==> config.mk <==
export PLATFORM = sky130hd
export DESIGN_NAME = serial_nibble_rx
export DESIGN_NICKNAME = d
export VERILOG_FILES = /design/src/rtl/serial_nibble_rx.sv
export SDC_FILE = /design/constraint.sdc
export NUM_CORES = 1
export LEC_CHECK = 0
export BUFFER_PORTS_ARGS = -buffer_cell sky130_fd_sc_hd__buf_2
export CAP_MARGIN = 20
export CORE_UTILIZATION = 57
export DETAILED_ROUTE_END_ITERATION = 8
export GPL_TIMING_DRIVEN = 1
export PLACE_DENSITY_LB_ADDON = 0.1
export SLEW_MARGIN = 20
export SYNTH_ARGS = -nofsm -noshare
export SYNTH_HDL_FRONTEND = slang
export SYNTH_SLANG_ARGS = --single-unit
export TNS_END_PERCENT = 100
==> constraint.sdc <==
create_clock -name clk -period 2.5 [get_ports clk]
set_input_delay 0.125 -clock clk [delete_from_list [all_inputs] [get_ports clk]]
set_output_delay 0.125 -clock clk [all_outputs]
set_load 0.01 [all_outputs]
==> src/rtl/serial_nibble_rx.sv <==
// serial_nibble_rx: UART-style serial receiver producing 4-bit words.
// The rx line passes through a SYNC_STAGES synchronizer. Each frame has a start
// bit, 4 data bits (LSB first) and a stop bit. Sampling happens at mid-bit.
// A good frame updates data_out and pulses data_valid for one cycle.
// A low stop bit pulses frame_err; the receiver then waits for the line to go high.
// Optional macro RX_PARITY_EN inserts one even-parity bit between the data and the stop bit.
//
// state     | meaning
// ----------+-----------------------------------------------------------
// IDLE      | line idle, waiting for rx_s low
// START     | half-bit wait, then confirm the start bit (reject glitches)
// DATA      | sample 4 data bits, one per bit period
// PARITY    | sample the even-parity bit (RX_PARITY_EN only)
// STOP      | sample the stop bit, then publish the word or flag an error
// WAIT_HIGH | bad stop seen; hold off until the line returns high
module serial_nibble_rx #(
    parameter int CLKS_PER_BIT = 16,
    parameter int SYNC_STAGES  = 2
) (
    input  logic       clk,
    input  logic       reset,
    input  logic       rx,
    output logic [3:0] data_out,
    output logic       data_valid,
    output logic       frame_err,
    output logic       parity_err,
    output logic       busy
);

    localparam int CW = $clog2(CLKS_PER_BIT);
    localparam logic [CW-1:0] FULL_LOAD = CW'(CLKS_PER_BIT - 1);
    localparam logic [CW-1:0] HALF_LOAD = CW'(CLKS_PER_BIT / 2 - 1);

    typedef enum logic [2:0] {
        IDLE      = 3'd0,
        START     = 3'd1,
        DATA      = 3'd2,
`ifdef RX_PARITY_EN
        PARITY    = 3'd5,
`endif
        STOP      = 3'd3,
        WAIT_HIGH = 3'd4
    } state_t;

    logic [SYNC_STAGES-1:0] sync_q;
    logic                   rx_s;

    state_t        state_q;
    logic [CW-1:0] clk_cnt_q;
    logic [1:0]    bit_idx_q;
    logic [3:0]    shift_q;
    logic [3:0]    data_out_q;
    logic          data_valid_q;
    logic          frame_err_q;
    logic          busy_q;
    logic          cnt_tc;

    // Synchronizer chain. Reset loads ones so the line looks idle.
    always_ff @(posedge clk or posedge reset) begin
        if (reset) begin
            sync_q <= '1;
        end else begin
            sync_q <= {sync_q[SYNC_STAGES-2:0], rx};
        end
    end

    assign rx_s   = sync_q[SYNC_STAGES-1];
    assign cnt_tc = (clk_cnt_q == '0);

`ifdef RX_PARITY_EN
    logic parity_bad_q;
    logic parity_err_q;
`endif

    // Receive FSM with down-counter bit timing and registered output pulses.
    always_ff @(posedge clk or posedge reset) begin
        if (reset) begin
            state_q      <= IDLE;
            clk_cnt_q    <= '0;
            bit_idx_q    <= 2'd0;
            shift_q      <= 4'd0;
            data_out_q   <= 4'd0;
            data_valid_q <= 1'b0;
            frame_err_q  <= 1'b0;
            busy_q       <= 1'b0;
`ifdef RX_PARITY_EN
            parity_bad_q <= 1'b0;
            parity_err_q <= 1'b0;
`endif
        end else begin
            data_valid_q <= 1'b0;
            frame_err_q  <= 1'b0;
`ifdef RX_PARITY_EN
            parity_err_q <= 1'b0;
`endif
            case (state_q)
                IDLE: begin
                    if (!rx_s) begin
                        state_q   <= START;
                        clk_cnt_q <= HALF_LOAD;
                        busy_q    <= 1'b1;
                    end
                end
                START: begin
                    if (cnt_tc) begin
                        if (rx_s) begin
                            // Start bit vanished by mid-bit: it was a glitch.
                            state_q <= IDLE;
                            busy_q  <= 1'b0;
                        end else begin
                            state_q   <= DATA;
                            bit_idx_q <= 2'd0;
                            clk_cnt_q <= FULL_LOAD;
                        end
                    end else begin
                        clk_cnt_q <= clk_cnt_q - 1'b1;
                    end
                end
                DATA: begin
                    if (cnt_tc) begin
                        shift_q[bit_idx_q] <= rx_s;
                        clk_cnt_q          <= FULL_LOAD;
                        if (bit_idx_q == 2'd3) begin
`ifdef RX_PARITY_EN
                            state_q <= PARITY;
`else
                            state_q <= STOP;
`endif
                        end else begin
                            bit_idx_q <= bit_idx_q + 2'd1;
                        end
                    end else begin
                        clk_cnt_q <= clk_cnt_q - 1'b1;
                    end
                end
`ifdef RX_PARITY_EN
                PARITY: begin
                    if (cnt_tc) begin
                        // Even parity: data bits plus parity bit must have an even count of ones.
                        parity_bad_q <= rx_s ^ (^shift_q);
                        clk_cnt_q    <= FULL_LOAD;
                        state_q      <= STOP;
                    end else begin
                        clk_cnt_q <= clk_cnt_q - 1'b1;
                    end
                end
`endif
                STOP: begin
                    if (cnt_tc) begin
                        if (rx_s) begin
                            // Go to IDLE mid-stop-bit so a start bit right after the stop is not missed.
                            state_q <= IDLE;
                            busy_q  <= 1'b0;
`ifdef RX_PARITY_EN
                            if (parity_bad_q) begin
                                parity_err_q <= 1'b1;
                            end else begin
                                data_out_q   <= shift_q;
                                data_valid_q <= 1'b1;
                            end
`else
                            data_out_q   <= shift_q;
                            data_valid_q <= 1'b1;
`endif
                        end else begin
                            frame_err_q <= 1'b1;
                            state_q     <= WAIT_HIGH;
                        end
                    end else begin
                        clk_cnt_q <= clk_cnt_q - 1'b1;
                    end
                end
                WAIT_HIGH: begin
                    if (rx_s) begin
                        state_q <= IDLE;
                        busy_q  <= 1'b0;
                    end
                end
                default: begin
                    state_q <= IDLE;
                    busy_q  <= 1'b0;
                end
            endcase
        end
    end

    assign data_out   = data_out_q;
    assign data_valid = data_valid_q;
    assign frame_err  = frame_err_q;
    assign busy       = busy_q;
`ifdef RX_PARITY_EN
    assign parity_err = parity_err_q;
`else
    assign parity_err = 1'b0;
`endif

endmodule

== Word level (Yosys, flattened, before mapping) ==
Cells that the tools add are included.
Operators by class
  $add $sub $neg: 2
  $mul: 0
  div/mod/pow operators: 0
  $lt $le $gt $ge: 2
  equal/unequal tests: 16
  shifts and indexed selects: 0
  mux-type cells: 33
  bitwise operators: 1
  reduce and logical (&&, ||, !) cells: 12
Operators by type and width (number)
  $mux W3: 7
  $mux W4: 5
  $ne A2 B2 Y1 const B: 9
  $pmux W4 S4: 1
  $pmux W3 S5: 1
  $mux W1: 10
  $mux W2: 5
  $eq A3 B2 Y1 const B: 2
  $reduce_and A3 Y1: 2
  $reduce_and A6 Y1: 1
  $reduce_and A5 Y1: 1
  $bwmux W4: 1
  $logic_not A4 Y1: 1
  $pmux W1 S4: 1
  $pmux W2 S2: 1
  $reduce_and A4 Y1: 1
  $reduce_bool A4 Y1: 1
  $sub A4 B1 Y4 const B: 1
  $eq A3 B1 Y1 const B: 1
  $eq A3 B3 Y1 const B: 1
  $logic_not A3 Y1: 1
  $lt A2 B3 Y1 const B: 1
  $ne A3 B3 Y1 const B: 1
  $add A2 B1 Y2 const B: 1
  9 further kinds: 9
Word-level totals
  register bits: 22
  bits in latches: 0
  bits in writable memories: 0
  bits in read-only memories: 0
  input port bits: 3
  output and inout bits: 8
  logic and storage cells: 75
  memories: 0

== Longest topological paths before layout ==
  word-level depth: 5
  mapped depth: 7
  gate-level depth less buffers: 6

== Least setup slack after synthesis ==
No wires, ideal clock.
  path kind: register to register
  start point: register clk_cnt_q[0]
  end point: register data_out_q[0] (netlist: data_out[0])
  setup time: 125 ps
  data arrival time: 1658 ps
  required time: 2375 ps
  path slack: 717 ps
  cell stages (with the launch flop): 8
  path buffers: 1
  clock period less this slack: 1783 ps
  path through: dfrtp_1 -> inv_1 -> ha_1 -> nor3b_4 -> and3_4 -> and3_1 -> buf_6 -> mux2_4
Between the ends
  longest elaborated chain between the ends: 2
Ends and longest elaborated chain
  start, declared: line 49  | logic [CW-1:0] clk_cnt_q;
  start signal, assigned: line 116  | clk_cnt_q <= clk_cnt_q - 1'b1;
  start signal, assigned: line 133  | clk_cnt_q <= clk_cnt_q - 1'b1;
  start signal, assigned: line 170  | clk_cnt_q <= clk_cnt_q - 1'b1;
  $logic_not A4 Y1: line 68  | assign cnt_tc = (clk_cnt_q == '0);
  $reduce_and A3 Y1 (no line)
  end signal, assigned: line 162  | data_out_q <= shift_q;
  end, declared: line 52  | logic [3:0] data_out_q;
Every way passes these cells.
A chain may end at the register's enable or synchronous reset.

== Worst setup path after layout ==
  start point: register clk_cnt_q[0]
  end point: register data_out_q[2] (netlist: data_out[2])
Same word-level chain as after synthesis.

==> impl_metrics.toml <==
[yosys]
synth_top_cell_area_share_pct = 43.9
synth_cell_types = 37
synthCells = 101
async_reset_ff_share_pct = 100
ys_seq_elements = 22
ys_seq_area_share_pct = 48.5
syn_avg_cell_area_um2 = 11.3
synthTopCellsByArea = "dfrtp_1, ha_1, mux2_4, dfstp_2, mux2_2"
synth_edf_count = 0
ys_warn_count = 0
yosysTopAreaCell = "dfrtp_1"
syn_nets = 109
syn_area_um2 = 1140
dominantRegCellSynth = "dfrtp_1"

[worst_setup_path]
start_kind = "register"
worst_r2r_path_depth = 6
cp-end-kind = "register"
crit_path_max_incr_delay_ps = 390
cp_max_fo = 5
worstPathRequired_ps = 2700
reg2reg_from = "clk_cnt_q[0]$_DFFE_PP0P_"
cpMaxStageDelayCell = "dfrtp_1"
path_cells = "inv_1 -> ha_1 -> nor3b_4 -> and3_4 -> and3_1 -> mux2_4"
critPathKind = "reg -> reg"
crit_arrival_ps = 2180
critPathLaunch = "clk_cnt_q[0]$_DFFE_PP0P_"

[placed_design]
gp_congestion = 0.830
io_buffers = 9
hpwl_um = 1350
placedCellCount = 129

[floorplanning]
io_pins = 11
die_area_um2 = 2180
dieHeight_um = 46.7
rows = 15
start_util_pct = 63.3
die_x_um = 46.7
core-area_um2 = 1800

[global_routing]
grt_pass1_wl_um = 2850
grt_pass1_vias = 675
grt_max_degree = 23
overflow = 0
grt_usage_pct = 19.3
antenna_found_initial = 0

[drt]
wl_um = 1810
drtIter0Drc = 19
viasPerCell = 5.53
routedWlPerCell_um = 13.4
first_pass_iters = 4
vias = 746
antenna_left = 0
drc = 0

[timing]
hold_violations = 0
slew_headroom_pct = 47.4
timing.final.crit_share_pct = 79.3
min_period_ps = 1980
finalSetupTns_ps = 0
finClkSkew_ps = 4.65
fmax_mhz = 505
setup_viol = 0
worst_slew_pin_slew_ps = 788
maxSlewViolCount = 0
rsz0062_at_grt = "no"

[cells_and_area]
fin_cells = 135
area_delta_synth_final_pct = 7.35
fill_cells = 146
nNetsFinal = 119
drive_gt1_share_pct = 26.4
diodes = 0

[power]
power_density_nw_per_um2 = 830
power_w = 0.00102
leakagePower_nw = 0.586
ir_drop_uv = 540

[clocking]
post_cts_buffers = 0
cts_tree = "built"
insertion_delay_ps = 300
cts_root_buf = "clkbuf_4"
htreeDepth = 1
clock_sinks = 22
cts.clk_slew.worst_paths_ps = 110
cts_resized = 0
cts_made_buffers = 3
cts_buffer_depth = 2

[hold_path]
min_delay_path_depth = 0
hold_path_startpoint = "sync_q[0]$_DFF_PP1_"
hold_class = "reg -> reg"

[status]
status = "finished clean"

[job]
cap_violations = 0
[flip-flops by register name, summed over array words and instances, names as in the netlist]
name	cells
clk_cnt_q	4
data_out	4
shift_q	4
state_q	3
bit_idx_q	2
sync_q	2
busy	1
data_valid	1
frame_err	1
[cells in the mapped netlist (2+ instances only)]
cell type,instances
a21oi_1,6
mux2_2,4
nand2_1,9
dfstp_2,2
ha_1,5
inv_1,8
dfrtp_1,20
nor3_1,4
o21ai_0,2
mux2_4,4
nor3b_1,3
nor2_1,8
buf_4,2
[per-stage QoR]
step	util, %	setup slack [ps]	cell area, um2	hold WS [ps]
finish	67.9	519	1220	364
global placement	64.8	612	1170	233
CTS	67.9	496	1220	368
global route	67.9	436	1220	372
floorplan	-	717	1140	113
detailed placement	64.8	528	1170	231
[logic make-up (layout without fill, tap and decap cells)]
| logic type | after synthesis | after routing | synth area share, % |
|---|---|---|---|
| compound gates | 18 | 18 | 11.9 |
| fa+ha+maj | 5 | 5 | 5.49 |
| buf+inv | 14 | 23 | 6.91 |
| flops | 22 | 22 | 48.5 |
| mux | 9 | 9 | 10.1 |
| other cells | 1 | 1 | 0.329 |
| simple gates | 32 | 32 | 16.8 |
[layout make-up]
type | count | area, um2 | area share [%]
flip-flops and latches | 22 | 553 | 45.2
well taps | 25 | 31.3 | 2.56
clock buffers | 4 | 36.3 | 2.97
inverters | 8 | 30.0 | 2.45
multi-input cells | 65 | 508 | 41.5
repair buffers | 11 | 65.1 | 5.32
[cell usage in the layout, fill, tap and decap left out, types with 2 or more instances in the layout]
master          n
dfrtp_1        20
nand2_1         9
buf_2           9
inv_1           8
nor2_1          8
a21oi_1         6
ha_1            5
mux2_4          4
nor3_1          4
mux2_2          4
nor3b_1         3
clkbuf_4        3
o21ai_0         2
dlygate4sd3_1   2
dfstp_2         2
[timing repair]
item                                    in CTS  in global routing
hold buffers                                 2                  0
hold endpoints to repair                    21                  0
endpoints found under the setup margin       0                  0
[report_power, final]
| group | total (W) | switching, W | internal, W | leakage, nW |
|---|---|---|---|---|
| clock network | 0.000186 | 0.0000968 | 0.0000889 | 0.0210 |
| logic | 0.000301 | 0.000152 | 0.000149 | 0.286 |
| registers | 0.000529 | 0.0000988 | 0.000431 | 0.279 |
[worst paths after layout]
check	end	slack, ps
worst max-delay path	data_out[2]$_DFFE_PP0P_	520
worst min-delay path	sync_q[1]$_DFF_PP1_	360
worst max register to register	data_out[2]$_DFFE_PP0P_	520
worst min register to register	sync_q[1]$_DFF_PP1_	360
max in group asynchronous	clk_cnt_q[3]$_DFFE_PP0P_	1490
min in group asynchronous	state_q[1]$_DFFE_PP0P_	520
[routing by layer]
metal | up-vias | routed length (um) | track usage, % | part of all wire [%]
li1 | 365 | - | - | -
met1 | 361 | 830 | 23.0 | 46
met2 | 18 | 886 | 32.8 | 49
met3 | 2 | 76 | 7.06 | 4.2
met4 | 0 | 12 | 5.14 | 0.66
met5 | - | 0 | 0 | 0
[critical path, delay by kind of cell, from the launching register on]
family,cells,cell delay (ps)
mux,1,330
simple gates,3,850
buf+inv,1,90
flops,1,390
fa+ha+maj,1,230
No activity file was read; power rests on OpenSTA's default activity.
